**config.mk**
```make
export PLATFORM = sky130hd
export DESIGN_NAME = commit_ctrl
export DESIGN_NICKNAME = d
export VERILOG_FILES = /design/src/rtl/commit_ctrl_pkg.sv /design/src/rtl/commit_ctrl.sv
export SDC_FILE = /design/constraint.sdc
export NUM_CORES = 1
export LEC_CHECK = 0
export ABC_AREA = 0
export CAP_MARGIN = 20
export CORE_MARGIN = 2
export CORE_UTILIZATION = 39
export DETAILED_ROUTE_END_ITERATION = 7
export PLACE_DENSITY = 0.87
export SLEW_MARGIN = 20
export SYNTH_ARGS = -nofsm -noshare
export SYNTH_HDL_FRONTEND = slang
export SYNTH_SLANG_ARGS = --single-unit
export TNS_END_PERCENT = 50
```
**constraint.sdc**
```tcl
create_clock -name clk_in -period 2 [get_ports clk_in]
set_input_delay 0.2 -clock clk_in [delete_from_list [all_inputs] [get_ports clk_in]]
set_output_delay 0.2 -clock clk_in [all_outputs]
set_load 0.02 [all_outputs]
```
**src/rtl/commit_ctrl_pkg.sv**
```systemverilog
// ---------------------------------------------------------------------------
// commit_ctrl_pkg
//  Shared definitions for the in-order retirement sequencer:
//   - CC_ROB_WIDTH : ROB index width shared with the ROB, RS, LSB and regfile
//   - commit_type_e: encoding of the ROB head entry kind
//   - cc_state_e   : retirement FSM state encoding
// ---------------------------------------------------------------------------
package commit_ctrl_pkg;

  localparam int CC_ROB_WIDTH = 4;

  typedef enum logic [1:0] {
    CT_REG    = 2'd0,
    CT_STORE  = 2'd1,
    CT_BRANCH = 2'd2,
    CT_HALT   = 2'd3
  } commit_type_e;

  typedef enum logic [1:0] {
    S_RUN     = 2'd0,
    S_WAIT_ST = 2'd1,
    S_FLUSH   = 2'd2,
    S_HALT    = 2'd3
  } cc_state_e;

endpackage

```
**src/rtl/commit_ctrl.sv**
```systemverilog
// ---------------------------------------------------------------------------
// commit_ctrl
//  In-order retirement sequencer sitting between the ROB head and the
//  architectural state. Each cycle it decides whether the head entry retires,
//  drives the regfile commit port, handshakes stores with the LSB, sequences
//  the mispredict flush/redirect, latches halt and counts retirements.
//
//  Ports
//   clk_in, rst_in           clock, asynchronous active-low reset
//   rdy_in                   global stall: when low nothing advances
//   head_valid/rob_id/type/rd/val/mispred/target
//                            description of the finished ROB head entry
//   pop                      combinational dequeue strobe to the ROB
//   commit_ready/reg_id/val/rob_id
//                            registered regfile commit port
//   store_req/store_rob_id   registered store permission to the LSB
//   store_ack                LSB store-complete pulse
//   clear, redirect_pc       registered global flush pulse and fetch PC
//   halted                   sticky halt flag
//   retire_cnt               retired instruction count (wraps)
// ---------------------------------------------------------------------------
module commit_ctrl
  import commit_ctrl_pkg::*;
#(
  parameter int ROB_WIDTH = CC_ROB_WIDTH
) (
  input  logic                 clk_in,
  input  logic                 rst_in,
  input  logic                 rdy_in,
  input  logic                 head_valid,
  input  logic [ROB_WIDTH-1:0] head_rob_id,
  input  logic [1:0]           head_type,
  input  logic [4:0]           head_rd,
  input  logic [31:0]          head_val,
  input  logic                 head_mispred,
  input  logic [31:0]          head_target,
  output logic                 pop,
  output logic                 commit_ready,
  output logic [4:0]           commit_reg_id,
  output logic [31:0]          commit_val,
  output logic [ROB_WIDTH-1:0] commit_rob_id,
  output logic                 store_req,
  output logic [ROB_WIDTH-1:0] store_rob_id,
  input  logic                 store_ack,
  output logic                 clear,
  output logic [31:0]          redirect_pc,
  output logic                 halted,
  output logic [31:0]          retire_cnt
);

  cc_state_e            state, state_nxt;
  commit_type_e         head_kind;
  logic                 pop_req;
  logic                 commit_ready_nxt;
  logic [4:0]           commit_reg_id_nxt;
  logic [31:0]          commit_val_nxt;
  logic [ROB_WIDTH-1:0] commit_rob_id_nxt;
  logic                 store_req_nxt;
  logic [ROB_WIDTH-1:0] store_rob_id_nxt;
  logic                 clear_nxt;
  logic [31:0]          redirect_pc_nxt;
  logic                 halted_nxt;

  assign head_kind = commit_type_e'(head_type);

  // Stall and reset both suppress the dequeue strobe; the registered side
  // holds on its own via the rdy_in gate in the state register.
  assign pop = pop_req && rdy_in && rst_in;

  always_comb begin
    state_nxt         = state;
    pop_req           = 1'b0;
    commit_ready_nxt  = 1'b0;
    commit_reg_id_nxt = 5'd0;
    commit_val_nxt    = commit_val;
    commit_rob_id_nxt = commit_rob_id;
    store_req_nxt     = store_req;
    store_rob_id_nxt  = store_rob_id;
    clear_nxt         = 1'b0;
    redirect_pc_nxt   = redirect_pc;
    halted_nxt        = halted;

    case (state)
      S_RUN: begin
        // While clear is high the head is being flushed, so it must not retire.
        if (head_valid && !clear) begin
          case (head_kind)
            CT_REG, CT_BRANCH: begin
              pop_req           = 1'b1;
              commit_ready_nxt  = 1'b1;
              commit_reg_id_nxt = head_rd;
              commit_val_nxt    = head_val;
              commit_rob_id_nxt = head_rob_id;
              if (head_kind == CT_BRANCH && head_mispred) begin
                // Link value commits first; clear follows one cycle later
                // because the regfile drops commits while clear is high.
                redirect_pc_nxt = head_target;
                state_nxt       = S_FLUSH;
              end
            end
            CT_STORE: begin
              store_req_nxt    = 1'b1;
              store_rob_id_nxt = head_rob_id;
              state_nxt        = S_WAIT_ST;
            end
            CT_HALT: begin
              pop_req    = 1'b1;
              halted_nxt = 1'b1;
              state_nxt  = S_HALT;
            end
            default: ;
          endcase
        end
      end
      S_WAIT_ST: begin
        if (store_ack) begin
          pop_req       = 1'b1;
          store_req_nxt = 1'b0;
          state_nxt     = S_RUN;
        end
      end
      S_FLUSH: begin
        clear_nxt = 1'b1;
        state_nxt = S_RUN;
      end
      S_HALT: begin
        store_req_nxt = 1'b0;
      end
      default: state_nxt = S_RUN;
    endcase
  end

  always_ff @(posedge clk_in or negedge rst_in) begin
    if (!rst_in) begin
      state         <= S_RUN;
      commit_ready  <= 1'b0;
      commit_reg_id <= 5'd0;
      commit_val    <= 32'd0;
      commit_rob_id <= '0;
      store_req     <= 1'b0;
      store_rob_id  <= '0;
      clear         <= 1'b0;
      redirect_pc   <= 32'd0;
      halted        <= 1'b0;
      retire_cnt    <= 32'd0;
    end else if (rdy_in) begin
      state         <= state_nxt;
      commit_ready  <= commit_ready_nxt;
      commit_reg_id <= commit_reg_id_nxt;
      commit_val    <= commit_val_nxt;
      commit_rob_id <= commit_rob_id_nxt;
      store_req     <= store_req_nxt;
      store_rob_id  <= store_rob_id_nxt;
      clear         <= clear_nxt;
      redirect_pc   <= redirect_pc_nxt;
      halted        <= halted_nxt;
      if (pop_req) retire_cnt <= retire_cnt + 32'd1;
    end
  end

endmodule

```
==> impl_metrics.env, run 1 <==
export IMPL_outcome="completed"
export IMPL_hold_path_end="commit_reg_id[2]"
export IMPL_final_cell_mix="clkdlybuf4s50_1, dfrtp_1, mux2_2, xor2_1"
export IMPL_p_leak_nw=3.54
export IMPL_place_congestion=0.777
export IMPL_yosysWarnings=0
export IMPL_port_buffers=194
export IMPL_nets=661
export IMPL_placed_cell_area_um2=7170
export IMPL_cts_reportedPaths_clkPinSlew_ns=0.06
export IMPL_netlist_instances=346
export IMPL_die_h_um=115
export IMPL_fin_ws_ns=0.0404
export IMPL_first_global_vias=4016
export IMPL_die_area_um2=13300
export IMPL_fill_cells=891
export IMPL_grt_pass1_wl_mm=20.7
export IMPL_cts_tree="built"
export IMPL_viasPerCell=4.93
export IMPL_syn_area_um2=4840
export IMPL_detail_route_first_pass_iterations=4
export IMPL_setup_violations=0
export IMPL_worst_path_buf_inv=3
export IMPL_final_common_cell="clkdlybuf4s50_1"
export IMPL_num_antenna_cells=0
export IMPL_min_path_cells=2
export IMPL_route_detailed_drc=0
export IMPL_reg2reg_to="redirect_pc[27]"
export IMPL_routed_wl_mm=13.2
export IMPL_pre_cts_ws_ns=-0.0532
export IMPL_postLayoutCellArea_um2=7920
export IMPL_ys_flop_type="dfrtp_1"
export IMPL_num_io_pins=195
export IMPL_synth_edf_count=0
export IMPL_clock_skew_ns=0.0110
export IMPL_clock_fmax_mhz=510
export IMPL_worstMarginPinSlew_ns=0.653
export IMPL_cts_buffers=17
export IMPL_final_util_pct=65.6
export IMPL_synthTopCellsByArea="dfrtp_1, mux2_2, mux2_1"
export IMPL_end_kind="flip-flop"
export IMPL_synth_seq_cells=115
export IMPL_rows=40
export IMPL_slew_headroom_pct=56.5
export IMPL_syn_to_final_growth_pct=63.5
export IMPL_initial_core_util_pct=40.1
export IMPL_min_path_type="input port to flip-flop"
export IMPL_insertion_delay_ns=0.42
export IMPL_layout_drive_gt1_share_pct=23.0
export IMPL_crit_required_ns=2.29
export IMPL_maxSlewViolCount=0
export IMPL_rr_startpoint="state[1]"
export IMPL_cp_top_family="simple AND/OR/NAND/NOR gates"
export IMPL_powerDensity_nw_per_um2=1360
export IMPL_avgSynthCellArea_um2=14.0
export IMPL_coreArea_um2=12100
export IMPL_hp_start="head_rd[2]"
export IMPL_dp_final_hpwl_mm=9.05
export IMPL_path_cells="inv_2 > ha_4 > buf_6 > nand4b_1 > nor2_4 > and3_4 > clkbuf_16 > mux2_1"
export IMPL_cts_sinks=115
export IMPL_cts_root_buf="clkbuf_16"
export IMPL_die_x_um=115
export IMPL_r2r_setup_slack_ns=0.04
export IMPL_drt_wirelength_per_cell_um=17.5
export IMPL_finalHoldViolations=0
export IMPL_timing_final_crit_share_pct=98.0
export IMPL_min_period_ns=1.96
export IMPL_vias=3730
export IMPL_worst_path_max_fanout=8
export IMPL_antenna_found_initial=0
export IMPL_drtIter0Drc=150
export IMPL_grt_setup_unrepaired="yes"
export IMPL_ys_types=45
export IMPL_grt_max_degree=116
export IMPL_path_class="flip-flop to flip-flop"
export IMPL_grt_total_usage_pct=20.4
export IMPL_cap_violations=0
export IMPL_irDropWorstVdd_v=0.000972
export IMPL_synth_top_area_cell="dfrtp_1"
export IMPL_cts_htree_levels=4
export IMPL_grt_overflow_total=0
export IMPL_hold_slack_ns=0.380
export IMPL_synth_async_reset_ratio_pct=100
export IMPL_yosysSeqAreaShare_pct=59.4
export IMPL_syn_nets=432
export IMPL_cpMaxStageDelayCell="dfrtp_1"
export IMPL_worst_setup_path_start_kind="flip-flop"
export IMPL_ant_nets=0
export IMPL_reg2regPathDepth=8
export IMPL_finalPower_w=0.0108
export IMPL_arrival_ns=2.25
export IMPL_clk_path_buf_depth=2
export IMPL_synth_top_area_share_pct=59.4
export IMPL_cpPeakStageDelay_ns=0.39
==> cells by family (layout without fill, tap and decap cells) <==
group,Yosys count,count (layout),synth area share (%)
AO/OA/AOI/OAI,15,15,2.40
XOR/XNOR,31,31,5.61
adder cells (fa/ha/maj),5,5,1.29
buffers and inverters,21,263,2.20
flip-flops,115,115,59.4
multiplexers,75,75,17.4
AND/OR/NAND/NOR,84,84,11.6
==> power by group <==
group / internal (W) / leakage (nW) / total (W) / switching (W)
Combinational: 0.00221 / 1.76 / 0.00413 / 0.00192
Clock: 0.00196 / 0.286 / 0.00310 / 0.00114
Sequential: 0.00310 / 1.50 / 0.00355 / 0.000451
Total: 0.00727 / 3.54 / 0.0108 / 0.00351
==> layer usage <==
layer	global-route usage, %	share of wire [%]	routed length [um]	vias to the layer above
met5	0	0	0	-
met4	9.56	2.3	305	0
met3	7.11	7.6	999	21
met2	35.2	52	6930	138
met1	22.5	38	4990	1861
li1	-	-	-	1710
==> cell usage after synthesis (2+ instances only) <==
cell type,instances
clkbuf_1,3
nor4_2,5
mux2_2,43
buf_2,7
a22o_1,5
xnor2_1,2
nor2b_1,2
nor4b_2,2
inv_1,6
nor3b_1,4
nand2_1,15
mux2_1,31
nand4_1,10
dfrtp_1,115
ha_1,5
or4_4,2
nor4_1,6
xor2_1,29
nor2_1,7
and2_1,2
buf_4,3
nor3_1,7
and3_1,5
and4_1,3
nand3_1,4
a21oi_1,2
nand2b_1,3
==> state kept, by name (all words and copies together), names as in the netlist, 2 cells and up <==
signal         cells
commit_reg_id      5
commit_rob_id      4
commit_val        32
redirect_pc       32
retire_cnt        32
state              2
store_rob_id       4
==> metrics by stage <==
| step | std cells | setup TNS, ns |
|---|---|---|
| after floorplan | 346 | 0 |
| after global placement | 719 | -0.434 |
| after detailed placement | 719 | -1.20 |
| after CTS | 753 | 0 |
| after global routing | 756 | -0.745 |
| final | 756 | 0 |
==> worst max-delay path by stage <==
stage          cells after the start  slack (ns)  startpoint               to
2_1_floorplan                      8       0.003    state[0]   redirect_pc[0]
3_3_place_gp                       7       -0.02      rdy_in  redirect_pc[13]
3_5_place_dp                       7       -0.05      rdy_in  redirect_pc[25]
4_1_cts                            8       0.006    state[1]   redirect_pc[2]
5_1_grt                            8       -0.06    state[1]  redirect_pc[30]
6_report                           8        0.04    state[1]  redirect_pc[27]
==> final cells by class <==
class | count | area, um2 | share of cell area, %
Sequential cell | 115 | 2880 | 36.4
Multi-Input combinational cell | 210 | 1920 | 24.2
Tap cell | 168 | 210 | 2.66
Timing Repair Buffer | 225 | 2280 | 28.8
Clock buffer | 17 | 425 | 5.37
Inverter | 6 | 22.5 | 0.284
Clock inverter | 15 | 183 | 2.31
==> what timing repair did <==
item,4_1_cts,5_1_grt
cloned,1,2
pin swaps,0,2
setup buffers,0,1
hold endpoints to repair,115,0
resized for setup,7,14
setup endpoints to repair,5,40
hold buffers,1,0
Note: power is estimated with default switching activity, not from simulation.
==> run 2: changes to the inputs <==
PLACE_DENSITY = 0.76   (was 0.87)
==> run 2 against run 1 <==
- non-clock buffer count decreased by 6
- flip-flop and latch count unchanged
- global-route usage decreased by 2.1 points
- setup slack improved by 0.042 ns
- sequential power decreased by 1%
- critical endpoint is now retire_cnt[31]
==> impl_metrics.env, run 2 (same netlist as run 1, synthesis figures left out) <==
export IMPL_cpPeakStageDelay_ns=0.40
export IMPL_first_global_vias=3752
export IMPL_grt_max_degree=116
export IMPL_rr_startpoint="state[0]"
export IMPL_timing_final_crit_share_pct=95.9
export IMPL_num_antenna_cells=0
export IMPL_dp_final_hpwl_mm=8.63
export IMPL_min_path_type="input port to flip-flop"
export IMPL_nets=655
export IMPL_finalHoldViolations=0
export IMPL_port_buffers=194
export IMPL_hp_start="head_rd[4]"
export IMPL_syn_to_final_growth_pct=62.0
export IMPL_worst_path_max_fanout=20
export IMPL_worst_setup_path_start_kind="flip-flop"
export IMPL_hold_slack_ns=0.396
export IMPL_grt_total_usage_pct=18.3
export IMPL_cpMaxStageDelayCell="dfrtp_1"
export IMPL_fill_cells=929
export IMPL_ant_nets=0
export IMPL_final_cell_mix="clkdlybuf4s50_1, dfrtp_1, mux2_2, mux2_1, xor2_1"
export IMPL_vias=3678
export IMPL_powerDensity_nw_per_um2=1290
export IMPL_clk_path_buf_depth=2
export IMPL_worst_path_buf_inv=3
export IMPL_min_period_ns=1.92
export IMPL_reg2regPathDepth=8
export IMPL_drt_wirelength_per_cell_um=16.4
export IMPL_grt_overflow_total=0
export IMPL_crit_required_ns=2.33
export IMPL_p_leak_nw=3.63
export IMPL_slew_headroom_pct=56.8
export IMPL_end_kind="flip-flop"
export IMPL_placed_cell_area_um2=7130
export IMPL_reg2reg_to="retire_cnt[31]"
export IMPL_cp_num_cells=8
export IMPL_regArea_um2=2880
export IMPL_multi_input_area_um2=2000
export IMPL_place_congestion=0.781
export IMPL_r2r_setup_slack_ns=0.08
export IMPL_die_area_um2=13300
export IMPL_die_x_um=115
export IMPL_cts_sinks=115
export IMPL_cts_buffers=17
export IMPL_clock_skew_ns=0.00539
export IMPL_detail_route_first_pass_iterations=4
export IMPL_hold_path_end="commit_reg_id[4]"
export IMPL_drtIter0Drc=150
export IMPL_final_common_cell="clkdlybuf4s50_1"
export IMPL_rows=40
export IMPL_maxSlewViolCount=0
export IMPL_layout_drive_gt1_share_pct=21.4
export IMPL_routed_wl_mm=12.2
export IMPL_cts_root_buf="clkbuf_16"
export IMPL_grt_pass1_wl_mm=18.6
export IMPL_postLayoutCellArea_um2=7840
export IMPL_setup_violations=0
export IMPL_cp_top_family="simple AND/OR/NAND/NOR gates"
export IMPL_cts_tree="built"
export IMPL_viasPerCell=4.92
export IMPL_grt_setup_unrepaired="yes"
export IMPL_route_detailed_drc=0
export IMPL_outcome="completed"
export IMPL_insertion_delay_ns=0.40
export IMPL_coreArea_um2=12100
export IMPL_tns_ns=0
export IMPL_irDropWorstVdd_v=0.00101
export IMPL_antenna_found_initial=0
export IMPL_cap_violations=0
export IMPL_cts_htree_levels=4
export IMPL_critPathLaunch="state[0]"
export IMPL_path_cells="inv_2 > ha_2 > and4b_1 > a32oi_2 > buf_4 > buf_8 > nor4_2 > xor2_1"
export IMPL_path_class="flip-flop to flip-flop"
export IMPL_num_io_pins=195
export IMPL_initial_core_util_pct=40.1
export IMPL_die_h_um=115
export IMPL_min_path_cells=2
export IMPL_cts_reportedPaths_clkPinSlew_ns=0.05
export IMPL_worstMarginPinSlew_ns=0.648
export IMPL_reg_top3="commit_val x32, redirect_pc x32, retire_cnt x32"
export IMPL_arrival_ns=2.24
export IMPL_clock_fmax_mhz=522
run 2: changes by cell type in the layout (fill, tap and decap cells not counted), sizes merged:
cell,previous run,this run
bufinv,3,0
clkbuf,19,24
buf,30,25
clkinvlp,4,0
inv,8,6
run 2: power breakdown:
group,leakage (nW),internal (W),switching [W]
Sequential,1.50,0.00310,0.000413
Combinational,1.86,0.00208,0.00187
Clock,0.270,0.00171,0.000963
Total,3.63,0.00689,0.00325
run 2: repair_timing:
item / in CTS / in global routing
hold buffers: 1 / 0
buffers inserted: 1 / 1
resized for setup: 10 / 19
setup endpoints to repair: 1 / 42
cloned: 0 / 1
pin swaps: 2 / 5
hold endpoints to repair: 115 / 0
run 2: final cells by class:
class	count	share of cell area, %
sequential	115	36.7
timing repair buffer	219	28.1
multi-input combinational	210	25.5
clock buffer	23	6.35
tap	168	2.68
clock inverter	6	0.383
inverter	6	0.287
run 2: worst max-delay path by stage:
| stage | endpoint | slack (ns) |
|---|---|---|
| floorplan | redirect_pc[0] | 0.003 |
| global placement | pop | -0.07 |
| detailed placement | pop | -0.1 |
| CTS | retire_cnt[25] | 0.00002 |
| global route | retire_cnt[31] | -0.02 |
| finish | retire_cnt[31] | 0.08 |
run 2: metal layers:
layer / wire length, um / up-vias / GRT usage [%]
li1: - / 1691 / -
met1: 5060 / 1844 / 21.8
met2: 6090 / 125 / 30.3
met3: 828 / 18 / 5.75
met4: 232 / 0 / 8.43
met5: 0 / - / 0
run 2: metrics by stage:
stage          utilization, %  power [W]  std cells  setup slack, ns
4_1_cts                  63.8     0.0102        745        0.0000169
2_1_floorplan               -    0.00535        346          0.00288
3_3_place_gp             59.1    0.00735        714          -0.0726
6_report                 65.0     0.0101        747           0.0828
3_5_place_dp             59.1    0.00748        714          -0.0991
5_1_grt                  65.0     0.0106        747          -0.0242
